[src/rtl/io_port_bank.sv]
// io_port_bank: multi-channel I/O port unit serving the CPU `in` and `out`
// instructions. Each channel has a one-deep input buffer and an output
// holding register with valid/ready handshakes; a small FSM sequences one
// CPU request at a time and reports completion and failure.
module io_port_bank #(
  parameter int WIDTH    = 32,
  parameter int CHANNELS = 4,
  parameter int SEL_W    = 2,
  parameter int TIMEOUT  = 255
) (
  input  logic                      Clock,
  input  logic                      Clear,
  input  logic                      InPortout,
  input  logic                      OutPort_enable,
  input  logic [SEL_W-1:0]          Chan_sel,
  input  logic [WIDTH-1:0]          BusMuxOut,
  output logic [WIDTH-1:0]          InPort_data,
  output logic                      Io_done,
  output logic                      Io_error,
  input  logic [CHANNELS*WIDTH-1:0] Ext_in_data,
  input  logic [CHANNELS-1:0]       Ext_in_valid,
  output logic [CHANNELS-1:0]       Ext_in_ready,
  output logic [CHANNELS*WIDTH-1:0] Ext_out_data,
  output logic [CHANNELS-1:0]       Ext_out_valid,
  input  logic [CHANNELS-1:0]       Ext_out_ready
);

  // Counter only needs to reach TIMEOUT-1; TIMEOUT=0 means wait forever.
  localparam int CNT_W = (TIMEOUT < 2) ? 1 : $clog2(TIMEOUT + 1);
  localparam logic [CNT_W-1:0] CNT_LAST = CNT_W'((TIMEOUT == 0) ? 0 : TIMEOUT - 1);
  localparam logic [SEL_W:0]   CH_LIMIT = (SEL_W + 1)'(CHANNELS);

  typedef enum logic [1:0] {
    IDLE     = 2'd0,
    IN_WAIT  = 2'd1,
    OUT_WAIT = 2'd2,
    DONE     = 2'd3
  } state_t;

  state_t                    state_q, state_d;
  logic [SEL_W-1:0]          ch_q, ch_d;
  logic [WIDTH-1:0]          odata_q, odata_d;
  logic                      err_q, err_d;
  logic [CNT_W-1:0]          cnt_q, cnt_d;
  logic [CHANNELS-1:0]       in_full_q, in_full_d;
  logic [CHANNELS*WIDTH-1:0] in_buf_q, in_buf_d;
  logic [CHANNELS-1:0]       out_pend_q, out_pend_d;
  logic [CHANNELS*WIDTH-1:0] out_buf_q, out_buf_d;
  logic [WIDTH-1:0]          rd_data_q, rd_data_d;
  logic                      done_q, done_d;
  logic                      error_q, error_d;

  logic [CHANNELS-1:0]       ch_hit_s;
  logic                      sel_full_s;
  logic                      sel_pend_s;
  logic                      sel_rdy_s;
  logic [WIDTH-1:0]          sel_buf_s;
  logic                      bad_ch_s;
  logic                      timed_out_s;

  // Decode the latched channel and pick out its flags and input buffer.
  always_comb begin
    ch_hit_s  = '0;
    sel_buf_s = '0;
    for (int i = 0; i < CHANNELS; i++) begin
      if (ch_q == SEL_W'(i)) begin
        ch_hit_s[i] = 1'b1;
        sel_buf_s   = in_buf_q[i*WIDTH +: WIDTH];
      end else begin
        ch_hit_s[i] = 1'b0;
      end
    end
    sel_full_s  = |(in_full_q & ch_hit_s);
    sel_pend_s  = |(out_pend_q & ch_hit_s);
    sel_rdy_s   = |(Ext_out_ready & ch_hit_s);
    bad_ch_s    = ({1'b0, Chan_sel} >= CH_LIMIT);
    timed_out_s = (TIMEOUT != 0) && (cnt_q == CNT_LAST);
  end

  // Next-state logic: device-side handshakes plus the request sequencer.
  always_comb begin
    state_d    = state_q;
    ch_d       = ch_q;
    odata_d    = odata_q;
    err_d      = err_q;
    cnt_d      = cnt_q;
    in_full_d  = in_full_q;
    in_buf_d   = in_buf_q;
    out_pend_d = out_pend_q;
    out_buf_d  = out_buf_q;
    rd_data_d  = rd_data_q;

    // Device side runs regardless of the FSM.
    for (int i = 0; i < CHANNELS; i++) begin
      if (Ext_in_valid[i] && !in_full_q[i]) begin
        in_full_d[i]                = 1'b1;
        in_buf_d[i*WIDTH +: WIDTH]  = Ext_in_data[i*WIDTH +: WIDTH];
      end else begin
        in_full_d[i]                = in_full_q[i];
      end
      if (out_pend_q[i] && Ext_out_ready[i]) begin
        out_pend_d[i] = 1'b0;
      end else begin
        out_pend_d[i] = out_pend_q[i];
      end
    end

    case (state_q)
      IDLE: begin
        cnt_d = '0;
        if (InPortout) begin
          ch_d    = Chan_sel;
          err_d   = bad_ch_s;
          state_d = bad_ch_s ? DONE : IN_WAIT;
        end else if (OutPort_enable) begin
          ch_d    = Chan_sel;
          odata_d = BusMuxOut;
          err_d   = bad_ch_s;
          state_d = bad_ch_s ? DONE : OUT_WAIT;
        end else begin
          state_d = IDLE;
        end
      end
      IN_WAIT: begin
        if (sel_full_s) begin
          // Ready is low on this channel, so no capture competes with the read.
          rd_data_d = sel_buf_s;
          in_full_d = in_full_d & ~ch_hit_s;
          err_d     = 1'b0;
          state_d   = DONE;
        end else if (timed_out_s) begin
          err_d   = 1'b1;
          state_d = DONE;
        end else begin
          cnt_d = cnt_q + {{(CNT_W-1){1'b0}}, 1'b1};
        end
      end
      OUT_WAIT: begin
        if (!sel_pend_s || sel_rdy_s) begin
          // Setting the pending flag overrides the device's clear this edge.
          out_pend_d = out_pend_d | ch_hit_s;
          for (int i = 0; i < CHANNELS; i++) begin
            if (ch_hit_s[i]) begin
              out_buf_d[i*WIDTH +: WIDTH] = odata_q;
            end else begin
              out_buf_d[i*WIDTH +: WIDTH] = out_buf_q[i*WIDTH +: WIDTH];
            end
          end
          err_d   = 1'b0;
          state_d = DONE;
        end else if (timed_out_s) begin
          err_d   = 1'b1;
          state_d = DONE;
        end else begin
          cnt_d = cnt_q + {{(CNT_W-1){1'b0}}, 1'b1};
        end
      end
      DONE: begin
        // Wait for the CPU to drop its request so a held level cannot re-trigger.
        if (!InPortout && !OutPort_enable) begin
          state_d = IDLE;
        end else begin
          state_d = DONE;
        end
      end
      default: begin
        state_d = IDLE;
      end
    endcase

    done_d  = (state_d == DONE);
    error_d = (state_d == DONE) && err_d;
  end

  // State and data registers with synchronous clear.
  always_ff @(posedge Clock) begin
    if (Clear) begin
      state_q    <= IDLE;
      ch_q       <= '0;
      odata_q    <= '0;
      err_q      <= 1'b0;
      cnt_q      <= '0;
      in_full_q  <= '0;
      in_buf_q   <= '0;
      out_pend_q <= '0;
      out_buf_q  <= '0;
      rd_data_q  <= '0;
      done_q     <= 1'b0;
      error_q    <= 1'b0;
    end else begin
      state_q    <= state_d;
      ch_q       <= ch_d;
      odata_q    <= odata_d;
      err_q      <= err_d;
      cnt_q      <= cnt_d;
      in_full_q  <= in_full_d;
      in_buf_q   <= in_buf_d;
      out_pend_q <= out_pend_d;
      out_buf_q  <= out_buf_d;
      rd_data_q  <= rd_data_d;
      done_q     <= done_d;
      error_q    <= error_d;
    end
  end

  assign InPort_data   = rd_data_q;
  assign Io_done       = done_q;
  assign Io_error      = error_q;
  assign Ext_in_ready  = ~in_full_q;
  assign Ext_out_valid = out_pend_q;
  assign Ext_out_data  = out_buf_q;

endmodule

[config.mk]
export PLATFORM = sky130hd
export DESIGN_NAME = io_port_bank
export DESIGN_NICKNAME = d
export VERILOG_FILES = /design/src/rtl/io_port_bank.sv
export SDC_FILE = /design/constraint.sdc
export NUM_CORES = 1
export LEC_CHECK = 0
export ABC_AREA = 1
export BUFFER_PORTS_ARGS = -buffer_cell sky130_fd_sc_hd__clkbuf_2
export CORE_MARGIN = 10
export CORE_UTILIZATION = 52
export CTS_CLUSTER_DIAMETER = 50
export DETAILED_ROUTE_END_ITERATION = 6
export HOLD_SLACK_MARGIN = 0.08
export PLACE_DENSITY = 0.87
export SYNTH_ARGS = -nofsm -noshare
export SYNTH_HDL_FRONTEND = slang
export SYNTH_SLANG_ARGS = --single-unit
[constraint.sdc]
create_clock -name Clock -period 2.2 [get_ports Clock]
set_input_delay 0.22 -clock Clock [delete_from_list [all_inputs] [get_ports Clock]]
set_output_delay 0.22 -clock Clock [all_outputs]
set_load 0.02 [all_outputs]
==> run metrics <==
Pleak 7.907 nW; R2R depth 7; delay-heaviest family, CP buffers and inverters; worst path bufs/invs 2; gpl congestion around 0.89; clock power share between 40% and 50%; Routed WL around 53 mm; vias per inst 5.858; synth warn 0; largest family of logic cells by synthesized area simple AND/OR/NAND/NOR gates; synthesized area per cell 7.585 um2; CTS root buffer clkbuf_16; initial antenna violation count 4; outcome finished clean; leading post-synthesis cells by cell area dfxtp_1, nor2_1, o21ai_0, a21oi_1, nand2_1; Synth Area in Compound Gates 17.44%; H-tree depth 2; Clock Sinks roughly 340; CTS Buf Count 37; achievable frequency 481.0 MHz; vias 14820; WHS Path Cells 5; mux share of post-synthesis cell area 0%; top cell type's share of synthesized area between 50% and 60%; Yosys reg bits 343; worst skew pair latency a little over 0.5 ns; area grow syn2layout 38.09%; I/O Buffers roughly 340; CTS Buffer Depth 3; wire length per cell between 20 and 25 um; Initial Utilization ~53%; slowest cell on the critical path dfxtp_1; drt first-iter violations around 2100; drt pass-1 iters 7; combinational share of power between 10 and 15%; final hold violations 0; Die X 178.0 um; Power Internal ~0.011 W; total track usage 31.73%; Worst Setup End Kind register; Psw about 0.0043 W; Die H 178.0 um; Fin Hold WS 0.1959 ns; CORE AREA 0.02446 mm2; adder-cell share of the synthesized area less than 1%; largest area contributor in the netlist dfxtp_1; Clock transition at path regs approximately 0.060 ns; Max VDD drop approximately 0.00061 V; Mapped Cells between 1500 and 2000; max cap viols 0; register share of total power 45.1%; Syn Nets around 1900; WP depth 7; PwrDens about 850 mW/mm2; global route overflow 0; HP Class in -> reg; crit-path cells buf_4, nand2_1, inv_2, nand2_1, nand3_1, a21oi_1, a211oi_1; layout cells sized above 1 between 20% and 30%; Critical Path RT 2.57 ns; CTS tree yes; crit share post-route between 90% and 100%; Final Max Slew Viols 0; Seq/Total Area, Yosys between 50% and 60%; RSZ-0062 raised after global routing false; post-route ant nets 0; final net count between 2000 and 2500; most used cell, CP nand2_1; # setup viols final 0; Sw Ratio 28.39%; Post-Synth XOR/XNOR Area 0.4049%; post-route minimum period 2.079 ns; Layout Utilization between 70% and 80%; largest net degree at the start of global routing 125; simple logic cell fraction of the synthesized area 22.93%; Worst-Margin Slew 1.213 ns; vias in the first global route 14610; setup tns final 0 ns; Worst path max stage delay ~0.48 ns; Synth Cell Area about 0.013 mm2; Max FO, Critical Path 19; WS Path Type reg -> reg; total die area 0.03168 mm2; io pins 344; startpoint types register; # DRC 0; first-pass GRT wire length around 80 mm; Cell variety after synth 25; crit path DAT between 2 and 2.5 ns; Clock Skew about 0.014 ns; DP HPWL just over 30 mm; Row Count 57; max_slew headroom between 10% and 20%
==> per-stage QoR <==
| stage | area, um2 | total power [W] | cells | worst slack (ns) |
|---|---|---|---|---|
| after floorplan | 12980 | 0.008014 | 1711 | 0.5598 |
| after global placement | 15010 | 0.008743 | 2291 | 0.1732 |
| after detailed placement | 15010 | 0.008798 | 2291 | 0.1272 |
| after CTS | 17890 | 0.01499 | 2525 | 0.1211 |
| after global routing | 17920 | 0.01561 | 2528 | 0.04982 |
| final | 17920 | 0.01519 | 2529 | 0.1211 |
==> worst paths after layout <==
path              slack (ns)           start              to
setup reg to reg        0.12         ch_q[0]  InPort_data[7]
setup / recovery        0.12         ch_q[0]  InPort_data[7]
hold / removal          0.20  OutPort_enable         ch_q[1]
hold reg to reg         0.46    in_buf_q[61]    in_buf_q[61]
==> layout make-up <==
type                       instances  area (um2)
multi-input combinational       1184        5399
sequential                       343        6868
fill                            1647        6541
timing repair buffer             550        3831
clock buffer                      52        1064
antenna                            4       10.01
inverter                          60       227.7
tap                              324       405.4
clock inverter                    12       116.4
==> power by group through the flow <==
| stage | logic [W] | clock network [W] | registers [W] |
|---|---|---|---|
| detailed placement | 0.00185 | 0 | 0.00694 |
| global route | 0.00240 | 0.00634 | 0.00687 |
| global placement | 0.00182 | 0 | 0.00693 |
| finish | 0.00226 | 0.00608 | 0.00685 |
| CTS | 0.00211 | 0.00607 | 0.00681 |
| floorplan | 0.00106 | 0 | 0.00696 |
==> Yosys cell counts (all sizes together) <==
| cell | count |
|---|---|
| dfxtp | 343 |
| o21ai | 214 |
| xor2 | 3 |
| buf | 39 |
| a21oi | 179 |
| clkbuf | 85 |
| xnor2 | 3 |
| ha | 6 |
| clkinv | 3 |
| a211oi | 16 |
| nand3 | 135 |
| o221ai | 2 |
| a221oi | 16 |
| nand2 | 194 |
| inv | 57 |
| o211ai | 2 |
| nor3 | 2 |
| nor2 | 412 |
==> cells in the final DEF (no fill, tap or decap), types with 3 or more instances in the layout <==
cell type      instances
dfxtp_1              342
nand3_1              135
inv_1                 53
nand2_1              194
clkbuf_8               6
nor2_4                 4
dlygate4sd3_1        170
nor2_2                 4
nor2_1               404
clkinv_2               4
o21ai_1               19
a21oi_1              179
xor2_1                 3
diode_2                4
o21ai_0              194
inv_6                  3
clkbuf_16             38
buf_12                10
clkbuf_1               8
ha_1                   6
a211oi_1              16
clkbuf_2             342
a221oi_1              16
inv_2                  4
xnor2_1                3
buf_4                 26
==> worst register-to-register path, delay by kind of cell (launching register included) <==
family	cells	cell delay, ns
buffers and inverters	2	0.62
AOI/OAI and AO/OA	2	0.44
and+or+nand+nor	3	0.41
DFF	1	0.48
==> cell families (layout without fill, tap and decap cells) <==
family | after synthesis | count (layout)
AOI/OAI and AO/OA | 429 | 429
xor gates and xnor gates | 6 | 6
adders and majority gates | 6 | 6
buffers and inverters | 184 | 674
DFF | 343 | 343
other | 0 | 4
and+or+nand+nor | 743 | 743
==> sequential cells by signal, summed over array words and instances, names as in the netlist, 2 cells and up <==
name           flops
Ext_out_valid      4
state_q            2
InPort_data       32
cnt_q              8
in_full_q          4
in_buf_q         128
Ext_out_data     128
ch_q               2
odata_q           32
==> routing by layer <==
metal	vias to the layer above	global-route usage (%)	wire length (um)
li1	6580	-	-
met1	6627	36.03	17730
met2	1296	52.31	24640
met3	311	8.774	6734
met4	2	19.24	3577
met5	-	0	7
==> timing repair <==
action	in CTS	in global routing
resized for setup	0	4
setup buffers	0	0
setup endpoints to repair	0	26
hold buffers	170	0
endpoints found under the hold margin	170	0
No activity file was read; power rests on OpenSTA's default activity.
